## config.mk

```make
export PLATFORM = sky130hd
export DESIGN_NAME = framed_shiftregister_flat
export DESIGN_NICKNAME = d
export VERILOG_FILES = /design/src/rtl/shiftreg_pkg.sv /design/src/rtl/framed_shiftregister_if.sv /design/src/rtl/bitcounter.sv /design/src/rtl/framed_shiftregister.sv /design/src/flat_wrapper.sv
export SDC_FILE = /design/constraint.sdc
export NUM_CORES = 1
export LEC_CHECK = 0
export ABC_AREA = 1
export CAP_MARGIN = 20
export CORE_MARGIN = 2
export CORE_UTILIZATION = 30
export DETAILED_ROUTE_END_ITERATION = 10
export PLACE_DENSITY = 0.68
export SETUP_SLACK_MARGIN = 0.3
export SLEW_MARGIN = 5
export SYNTH_ARGS = -nofsm -noshare
export SYNTH_HDL_FRONTEND = slang
export SYNTH_HIERARCHICAL = 1
export SYNTH_SLANG_ARGS = --single-unit
```

## constraint.sdc

```tcl
create_clock -name clk -period 1.3 [get_ports clk]
set_clock_uncertainty 0.05 [all_clocks]
set_input_delay 0.195 -clock clk [delete_from_list [all_inputs] [get_ports clk]]
set_output_delay 0.195 -clock clk [all_outputs]
set_load 0.02 [all_outputs]
```

## src/rtl/shiftreg_pkg.sv

```systemverilog
// Shared constants for the framed shift register: FSM encoding and shift-direction modes.
package shiftreg_pkg;

  typedef logic state_t;

  localparam state_t ST_IDLE   = 1'b0;
  localparam state_t ST_ACTIVE = 1'b1;

  localparam logic MODE_MSB = 1'b0;
  localparam logic MODE_LSB = 1'b1;

endpackage : shiftreg_pkg

```

## src/rtl/framed_shiftregister_if.sv

```systemverilog
// Control and data bundle of the framed shift register; master drives, slave is the register.
interface framed_shiftregister_if #(
  parameter int WIDTH = 8,
  parameter int CNTW  = $clog2(WIDTH + 1)
) ();

  logic             peripheralClkEdge;
  logic             parallelLoad;
  logic             frameStart;
  logic             lsbFirst;
  logic [WIDTH-1:0] parallelDataIn;
  logic             serialDataIn;
  logic [WIDTH-1:0] parallelDataOut;
  logic             serialDataOut;
  logic [CNTW-1:0]  bitCount;
  logic             frameDone;
  logic             busy;

  modport master (
    output peripheralClkEdge, parallelLoad, frameStart, lsbFirst,
           parallelDataIn, serialDataIn,
    input  parallelDataOut, serialDataOut, bitCount, frameDone, busy
  );

  modport slave (
    input  peripheralClkEdge, parallelLoad, frameStart, lsbFirst,
           parallelDataIn, serialDataIn,
    output parallelDataOut, serialDataOut, bitCount, frameDone, busy
  );

endinterface : framed_shiftregister_if

```

## src/rtl/bitcounter.sv

```systemverilog
// Per-frame shift counter: synchronous clear, increment, and a flag that the next increment
// completes the frame.
module bitcounter #(
  parameter int WIDTH = 8,
  parameter int CNTW  = $clog2(WIDTH + 1)
) (
  input  logic            clk,
  input  logic            reset,
  input  logic            i_clear,
  input  logic            i_inc,
  output logic [CNTW-1:0] o_count,
  output logic            o_terminal
);

  localparam logic [CNTW-1:0] LAST = CNTW'(WIDTH - 1);

  logic [CNTW-1:0] r_count;

  // NOTE: sequential state is always written with <= so every flop samples pre-edge values.
  always_ff @(posedge clk or posedge reset) begin
    if (reset) begin
      r_count <= '0;
    end else if (i_clear) begin
      r_count <= '0;
    end else if (i_inc) begin
      r_count <= r_count + CNTW'(1);
    end
  end

  assign o_count    = r_count;
  assign o_terminal = (r_count == LAST);

endmodule : bitcounter

```

## src/rtl/framed_shiftregister.sv

```systemverilog
// Bidirectional shift register with frame tracking: load/start opens a frame, the WIDTH-th shift
// closes it with a one-cycle frameDone pulse.
module framed_shiftregister
  import shiftreg_pkg::*;
#(
  parameter int WIDTH = 8,
  parameter int CNTW  = $clog2(WIDTH + 1)
) (
  input  logic                   clk,
  input  logic                   reset,
  framed_shiftregister_if.slave  bus
);

  logic [WIDTH-1:0] r_data;
  logic             r_mode;
  state_t           r_state;
  logic             r_frame_done;

  logic             w_start;
  logic             w_shift;
  logic             w_count_inc;
  logic             w_terminal;
  logic             w_last_shift;
  logic [CNTW-1:0]  w_count;
  logic [WIDTH-1:0] w_shifted;

  // A load or frame start pre-empts the edge in the same cycle, so no shift happens then.
  assign w_start      = bus.parallelLoad | bus.frameStart;
  assign w_shift      = bus.peripheralClkEdge & ~w_start;
  assign w_count_inc  = w_shift & (r_state == ST_ACTIVE);
  assign w_last_shift = w_count_inc & w_terminal;

  assign w_shifted = (r_mode == MODE_LSB) ? {bus.serialDataIn, r_data[WIDTH-1:1]}
                                          : {r_data[WIDTH-2:0], bus.serialDataIn};

  always_ff @(posedge clk or posedge reset) begin
    if (reset) begin
      r_data <= '0;
      r_mode <= MODE_MSB;
    end else if (bus.parallelLoad) begin
      r_data <= bus.parallelDataIn;
      r_mode <= bus.lsbFirst;
    end else if (bus.frameStart) begin
      r_mode <= bus.lsbFirst;
    end else if (bus.peripheralClkEdge) begin
      r_data <= w_shifted;
    end
  end

  always_ff @(posedge clk or posedge reset) begin
    if (reset) begin
      r_state      <= ST_IDLE;
      r_frame_done <= 1'b0;
    end else begin
      r_frame_done <= w_last_shift;
      if (w_start) begin
        r_state <= ST_ACTIVE;
      end else if (w_last_shift) begin
        r_state <= ST_IDLE;
      end
    end
  end

  bitcounter #(
    .WIDTH (WIDTH),
    .CNTW  (CNTW)
  ) u_bitcounter (
    .clk        (clk),
    .reset      (reset),
    .i_clear    (w_start),
    .i_inc      (w_count_inc),
    .o_count    (w_count),
    .o_terminal (w_terminal)
  );

  assign bus.parallelDataOut = r_data;
  assign bus.serialDataOut   = (r_mode == MODE_LSB) ? r_data[0] : r_data[WIDTH-1];
  assign bus.bitCount        = w_count;
  assign bus.frameDone       = r_frame_done;
  assign bus.busy            = (r_state == ST_ACTIVE);

endmodule : framed_shiftregister

```

## src/flat_wrapper.sv

```systemverilog
// flat-port wrapper written by rule: the top's interface ports become plain ports
module framed_shiftregister_flat import shiftreg_pkg::*;
#(
  parameter int WIDTH = 8,
  parameter int CNTW  = $clog2(WIDTH + 1)
)
  (clk, reset, bus_peripheralClkEdge, bus_parallelLoad, bus_frameStart, bus_lsbFirst, bus_parallelDataIn, bus_serialDataIn, bus_parallelDataOut, bus_serialDataOut, bus_bitCount, bus_frameDone, bus_busy);
  framed_shiftregister_if #(.WIDTH(WIDTH), .CNTW(CNTW)) bus_i ();
  input  logic clk;
  input  logic reset;
  input wire logic [$bits(bus_i.peripheralClkEdge)-1:0] bus_peripheralClkEdge;
  input wire logic [$bits(bus_i.parallelLoad)-1:0] bus_parallelLoad;
  input wire logic [$bits(bus_i.frameStart)-1:0] bus_frameStart;
  input wire logic [$bits(bus_i.lsbFirst)-1:0] bus_lsbFirst;
  input wire logic [$bits(bus_i.parallelDataIn)-1:0] bus_parallelDataIn;
  input wire logic [$bits(bus_i.serialDataIn)-1:0] bus_serialDataIn;
  output wire logic [$bits(bus_i.parallelDataOut)-1:0] bus_parallelDataOut;
  output wire logic [$bits(bus_i.serialDataOut)-1:0] bus_serialDataOut;
  output wire logic [$bits(bus_i.bitCount)-1:0] bus_bitCount;
  output wire logic [$bits(bus_i.frameDone)-1:0] bus_frameDone;
  output wire logic [$bits(bus_i.busy)-1:0] bus_busy;
  assign bus_i.peripheralClkEdge = bus_peripheralClkEdge;
  assign bus_i.parallelLoad = bus_parallelLoad;
  assign bus_i.frameStart = bus_frameStart;
  assign bus_i.lsbFirst = bus_lsbFirst;
  assign bus_i.parallelDataIn = bus_parallelDataIn;
  assign bus_i.serialDataIn = bus_serialDataIn;
  assign bus_parallelDataOut = bus_i.parallelDataOut;
  assign bus_serialDataOut = bus_i.serialDataOut;
  assign bus_bitCount = bus_i.bitCount;
  assign bus_frameDone = bus_i.frameDone;
  assign bus_busy = bus_i.busy;
  framed_shiftregister #(.WIDTH(WIDTH), .CNTW(CNTW)) u_core (.clk(clk), .reset(reset), .bus(bus_i));
endmodule
```

## After elaboration in Yosys (flattened, before gate mapping)

Cells that the tools add are included.

| word-level totals | value |
|---|---|
| bits in registers | 15 |
| bits of input ports | 15 |
| output and inout port bits | 15 |

| operators by class | value |
|---|---|
| add/subtract/negate cells | 1 |
| eq/ne operators | 2 |
| multiplexer cells | 11 |
| bitwise gates (word level) | 5 |
| reductions and logical operators | 5 |

Operator list:

| operator | number |
|---|---|
| $mux W8 | 4 |
| $mux W4 | 2 |
| $reduce_bool A2 Y1 | 4 |
| $mux W1 | 5 |
| $add A4 B1 Y4 const B | 1 |
| $eq A4 B3 Y1 const B | 1 |
| $and A1 B1 Y1 | 3 |
| $ne A2 B2 Y1 const B | 1 |
| $reduce_and A2 Y1 | 1 |
| $not A1 Y1 | 1 |
| $or A1 B1 Y1 | 1 |

## Longest topological paths before layout

| logic depth | value |
|---|---|
| word-level depth | 7 |
| gate-level depth with buffers | 8 |
| mapped depth without buffers | 8 |

## Hierarchy

The synthesis kept the hierarchy.

Modules (own cells, without submodules):

| module | times used | cells each | area each (µm²) | seq. area each (µm²) |
|---|---|---|---|---|
| framed_shiftregister | 1 | 96 | 630.6 | 275.3 |
| bitcounter | 1 | 26 | 215.2 | 100.1 |

## Worst setup path after synthesis

Ideal clock, no wire load.

| path | value |
|---|---|
| path kind | register -> register |
| start point | reg u_core.u_bitcounter.r_count[0] (netlist: u_core/u_bitcounter/o_count[0]) |
| end point | reg u_core.r_state (netlist: u_core/bus.busy) |
| setup time | 113 ps |
| arrival time | 1,050 ps |
| data required time | 1,137 ps |
| path slack | 87 ps |
| cell stages (with the launch flop) | 7 |
| path buffers | 0 |
| period minus slack after synthesis | 1,213 ps |
| cell sequence | dfrtp_1 ha_1 nand2_1 nor2_1 nand4_1 nand2_1 inv_1 |

| on the way | value |
|---|---|
| word-level cells in the longest chain between the ends | 3 |

Ends and longest elaborated chain:

| element | RTL line | source |
|---|---|---|
| start, declared | bitcounter.sv:17 | `logic [CNTW-1:0] r_count;` |
| start signal, assigned | bitcounter.sv:26 | `r_count <= r_count + CNTW'(1);` |
| $eq A4 B3 Y1 | bitcounter.sv:31 | `assign o_terminal = (r_count == LAST);` |
| named net u_core.w_terminal | framed_shiftregister.sv:22 | `logic w_terminal;` |
| $and A1 B1 Y1 | framed_shiftregister.sv:31 | `assign w_last_shift = w_count_inc & w_terminal;` |
| $reduce_bool A2 Y1 (no line) | -- |  |
| end signal, assigned | framed_shiftregister.sv:52 | `r_state <= ST_IDLE;` |
| end signal, assigned | framed_shiftregister.sv:57 | `r_state <= ST_ACTIVE;` |
| end signal, assigned | framed_shiftregister.sv:59 | `r_state <= ST_IDLE;` |
| end, declared | framed_shiftregister.sv:16 | `state_t r_state;` |

The timed path passes the listed nets, and every way through them passes these cells.
A chain may end at the register's enable or synchronous reset.

## Worst setup path in the final report

| path | value |
|---|---|
| start point | reg u_core.r_mode |
| end point | out bus_serialDataOut |

| on the way | value |
|---|---|
| word-level cells in the longest chain between the ends | 1 |

Ends and longest elaborated chain:

| element | RTL line | source |
|---|---|---|
| start, declared | framed_shiftregister.sv:15 | `logic r_mode;` |
| start signal, assigned | framed_shiftregister.sv:42 | `r_mode <= bus.lsbFirst;` |
| start signal, assigned | framed_shiftregister.sv:44 | `r_mode <= bus.lsbFirst;` |
| $mux W1 | framed_shiftregister.sv:77 | `assign bus.serialDataOut = (r_mode == MODE_LSB) ? r_data[0] : r_data[WIDTH-1];` |
| end, declared | flat_wrapper.sv:18 | `output wire logic [$bits(bus_i.serialDataOut)-1:0] bus_serialDataOut;` |

No other way between the ends.

==> results.yml <==
status:
  outcome: "finished, final reports clean"
die:
  io_pins: 30
  rows: 19
  core_area_um2: 2710
  dieArea_um2: 3260
  die_w_um: 57.10
  die_h_um: 57.10
  start_util_pct: 31.21
yosys:
  syn-num-nets: 138
  synth_flop_cell: "dfrtp_1"
  synth_warnings: 6
  synth_commonest_cells: "58 x nand2_1, 15 x dfrtp_1, 12 x nand3_1"
  synth_area_leaders: "dfrtp_1 44%, nand2_1 26%, nand3_1 7.1%"
  synth_top_area_cell: "dfrtp_1"
  synth_edf_count: 0
  syn_inst: 122
  synth_top_area_share_pct: 44.38
  synth_cell_type_count: 18
  syn-cell-area_um2: 845.8
  syn_avg_cell_area_um2: 6.933
  yosysSeqAreaShare_pct: 44.38
  ys_ff_latch: 15
  ys_async_sr_fraction_pct: 100.0
  synth_most_common_cell: "nand2_1"
final_layout:
  seq_area_um2: 380.4
  area_delta_synth_final_pct: 104.7
  drive_gt1_share_pct: 56.15
  fillerInstances: 207
  insertedDiodeCount: 0
  multiInputGateArea_um2: 619.3
  finalInstanceArea_um2: 1732
  nets: 204
pwr:
  ir_drop_mv: 0.6967
  power.density_nw_per_um2: 814.2
  fin_total_pwr_mw: 1.410
  leakage_nw: 0.9308
timing:
  hold_viol_final: 0
  fmax_mhz: 799.8
  setup_tns_ps: 0
  worstMarginPinSlew_ps: 271.7
  finalSetupViolations: 0
  finalMaxSlewViolations: 0
  rsz0062_at_grt: "true"
  fin_crit_sh_pct: 96.18
  slew_headroom_pct: 81.87
  layout_min_cycle_time_ps: 1250
setup_path:
  cp-end-kind: "primary output"
  r2r_slack_ps: 120
  worstSetupEndpoint: "bus_serialDataOut"
  r2r_end: "u_core/bus.busy$_DFFE_PP0P_"
  rr_startpoint: "u_core/u_bitcounter/o_count[0]$_DFFE_PP0P_"
  cp-start-kind: "flip-flop"
  cp.required_ps: 1050
  crit_start: "u_core/r_mode$_DFFE_PP0P_"
  crit_type: "flip-flop to primary output"
  crit_fanout: 3
  ff2ff_path_depth: 7
  arrival_ps: 1010
grt:
  grt_max_degree: 12
  grt_pass1_vias: 944
  track_usage_pct: 15.66
  grt_pass1_wl_um: 3974
  grt-ovfl-total: 0
  antenna_found_initial: 0
clock_network:
  clockBufferDepth: 2
  cts-root-buf: "clkbuf_4"
  cts_tree: "built"
  clk_latency_ps: 290
  htreeDepth: 1
  cts_buffers: 3
  cts_hold_buf: 0
  cts_num_sinks: 15
  clkTransAtPathRegs_ps: 90
detailed_routing:
  ant_nets: 0
  maxUsedRoutingLayer: "met4"
  route.met3.wl_um: 136
  m1WireLength_um: 1235
  vias: 1041
  drt_iter0_markers: 31
  wl_met2_um: 1421
  viasPerCell: 4.775
  drt_pass1_iterations: 4
  routedWlPerCell_um: 13.06
  route.final.wire_length_um: 2848
  drc: 0
placed_design:
  placement.cell_area_um2: 1365
  routabilityCongestion: 0.7658
  dp_hpwl_um: 1730
  portBuffers: 29
run:
  max-cap-violations: 0
hold_path:
  hold_class: "input port to async pin"
==> where the power goes <==
group	switching, mW	internal [mW]
Sequential	0.0312	0.504
Combinational	0.294	0.307
Clock	0.154	0.119
Total	0.479	0.931
==> metrics by stage <==
stage	instances	worst slack [ps]	utilization, %	hold slack, ps
global placement	202	-249.3	50.37	374.5
CTS	214	36.72	55.17	75.18
detailed placement	202	-296.5	50.37	389.9
finish	218	49.70	63.90	68.07
floorplan	122	210.4	-	-89.05
global route	218	-5.531	63.90	89.66
==> layer usage <==
layer | up-vias | track usage [%]
li1 | 507 | -
met5 | - | 0
met3 | 6 | 4.762
met1 | 490 | 20.74
met4 | 0 | 5.980
met2 | 38 | 24.14
==> worst max-delay path, cell delays in order, from the launching register on <==
cell     delay, ps
dfrtp_2        450
nand2_1         90
nand2_2         60
buf_6          120
==> registers in the layout (all words and copies together), names as in the netlist <==
register / cells
u_core/r_mode: 1
u_core/u_bitcounter/o_count: 4
u_core/bus.parallelDataOut: 8
u_core/bus.busy: 1
u_core/bus.frameDone: 1
==> area by class of cell <==
| class | count | area share (%) |
|---|---|---|
| Timing Repair Buffer | 63 | 35.40 |
| Clock buffer | 4 | 1.517 |
| Sequential cell | 15 | 21.97 |
| Inverter | 13 | 3.107 |
| Multi-Input combinational cell | 92 | 35.77 |
| Tap cell | 31 | 2.240 |
==> what timing repair did <==
action	4_1_cts	5_1_grt
gates cloned	1	0
buffers inserted	7	4
setup endpoints to repair	30	30
pin swaps	6	34
resized for setup	104	52
==> logic make-up (layout without fill, tap and decap cells) <==
kind of cell	count (synthesis)	count (layout)	share of synthesized area, %
AND/OR/NAND/NOR	85	85	42.16
adder cells (fa/ha/maj)	1	1	1.479
AO/OA/AOI/OAI	5	5	2.958
flip-flops	15	15	44.38
XOR/XNOR	1	1	1.036
buffers and inverters	15	80	7.988
==> cells in the final DEF (no fill, tap or decap), types with 2 or more instances in the layout <==
cell type / n
nor2_4: 3
inv_1: 8
nand2_4: 12
nand3_2: 12
nand2_2: 9
nand2_1: 39
o21ai_0: 2
nor2_1: 5
dfrtp_2: 4
buf_4: 24
or2_0: 2
dfrtp_1: 11
inv_2: 4
dlygate4sd2_1: 2
buf_6: 23
a21oi_2: 2
clkbuf_4: 3
clkdlybuf4s50_1: 11
==> how the worst min path moves through the flow <==
stage | endpoint | slack, ps | depth (start not counted)
2_1_floorplan | u_core/u_bitcounter/o_count[2]$_DFFE_PP0P_ | -90 | 1
3_3_place_gp | u_core/u_bitcounter/o_count[3]$_DFFE_PP0P_ | 370 | 2
3_5_place_dp | u_core/u_bitcounter/o_count[2]$_DFFE_PP0P_ | 390 | 2
4_1_cts | u_core/u_bitcounter/o_count[2]$_DFFE_PP0P_ | 80 | 2
5_1_grt | u_core/u_bitcounter/o_count[2]$_DFFE_PP0P_ | 90 | 2
6_report | u_core/u_bitcounter/o_count[2]$_DFFE_PP0P_ | 70 | 2
Note: power is estimated with default switching activity, not from simulation.
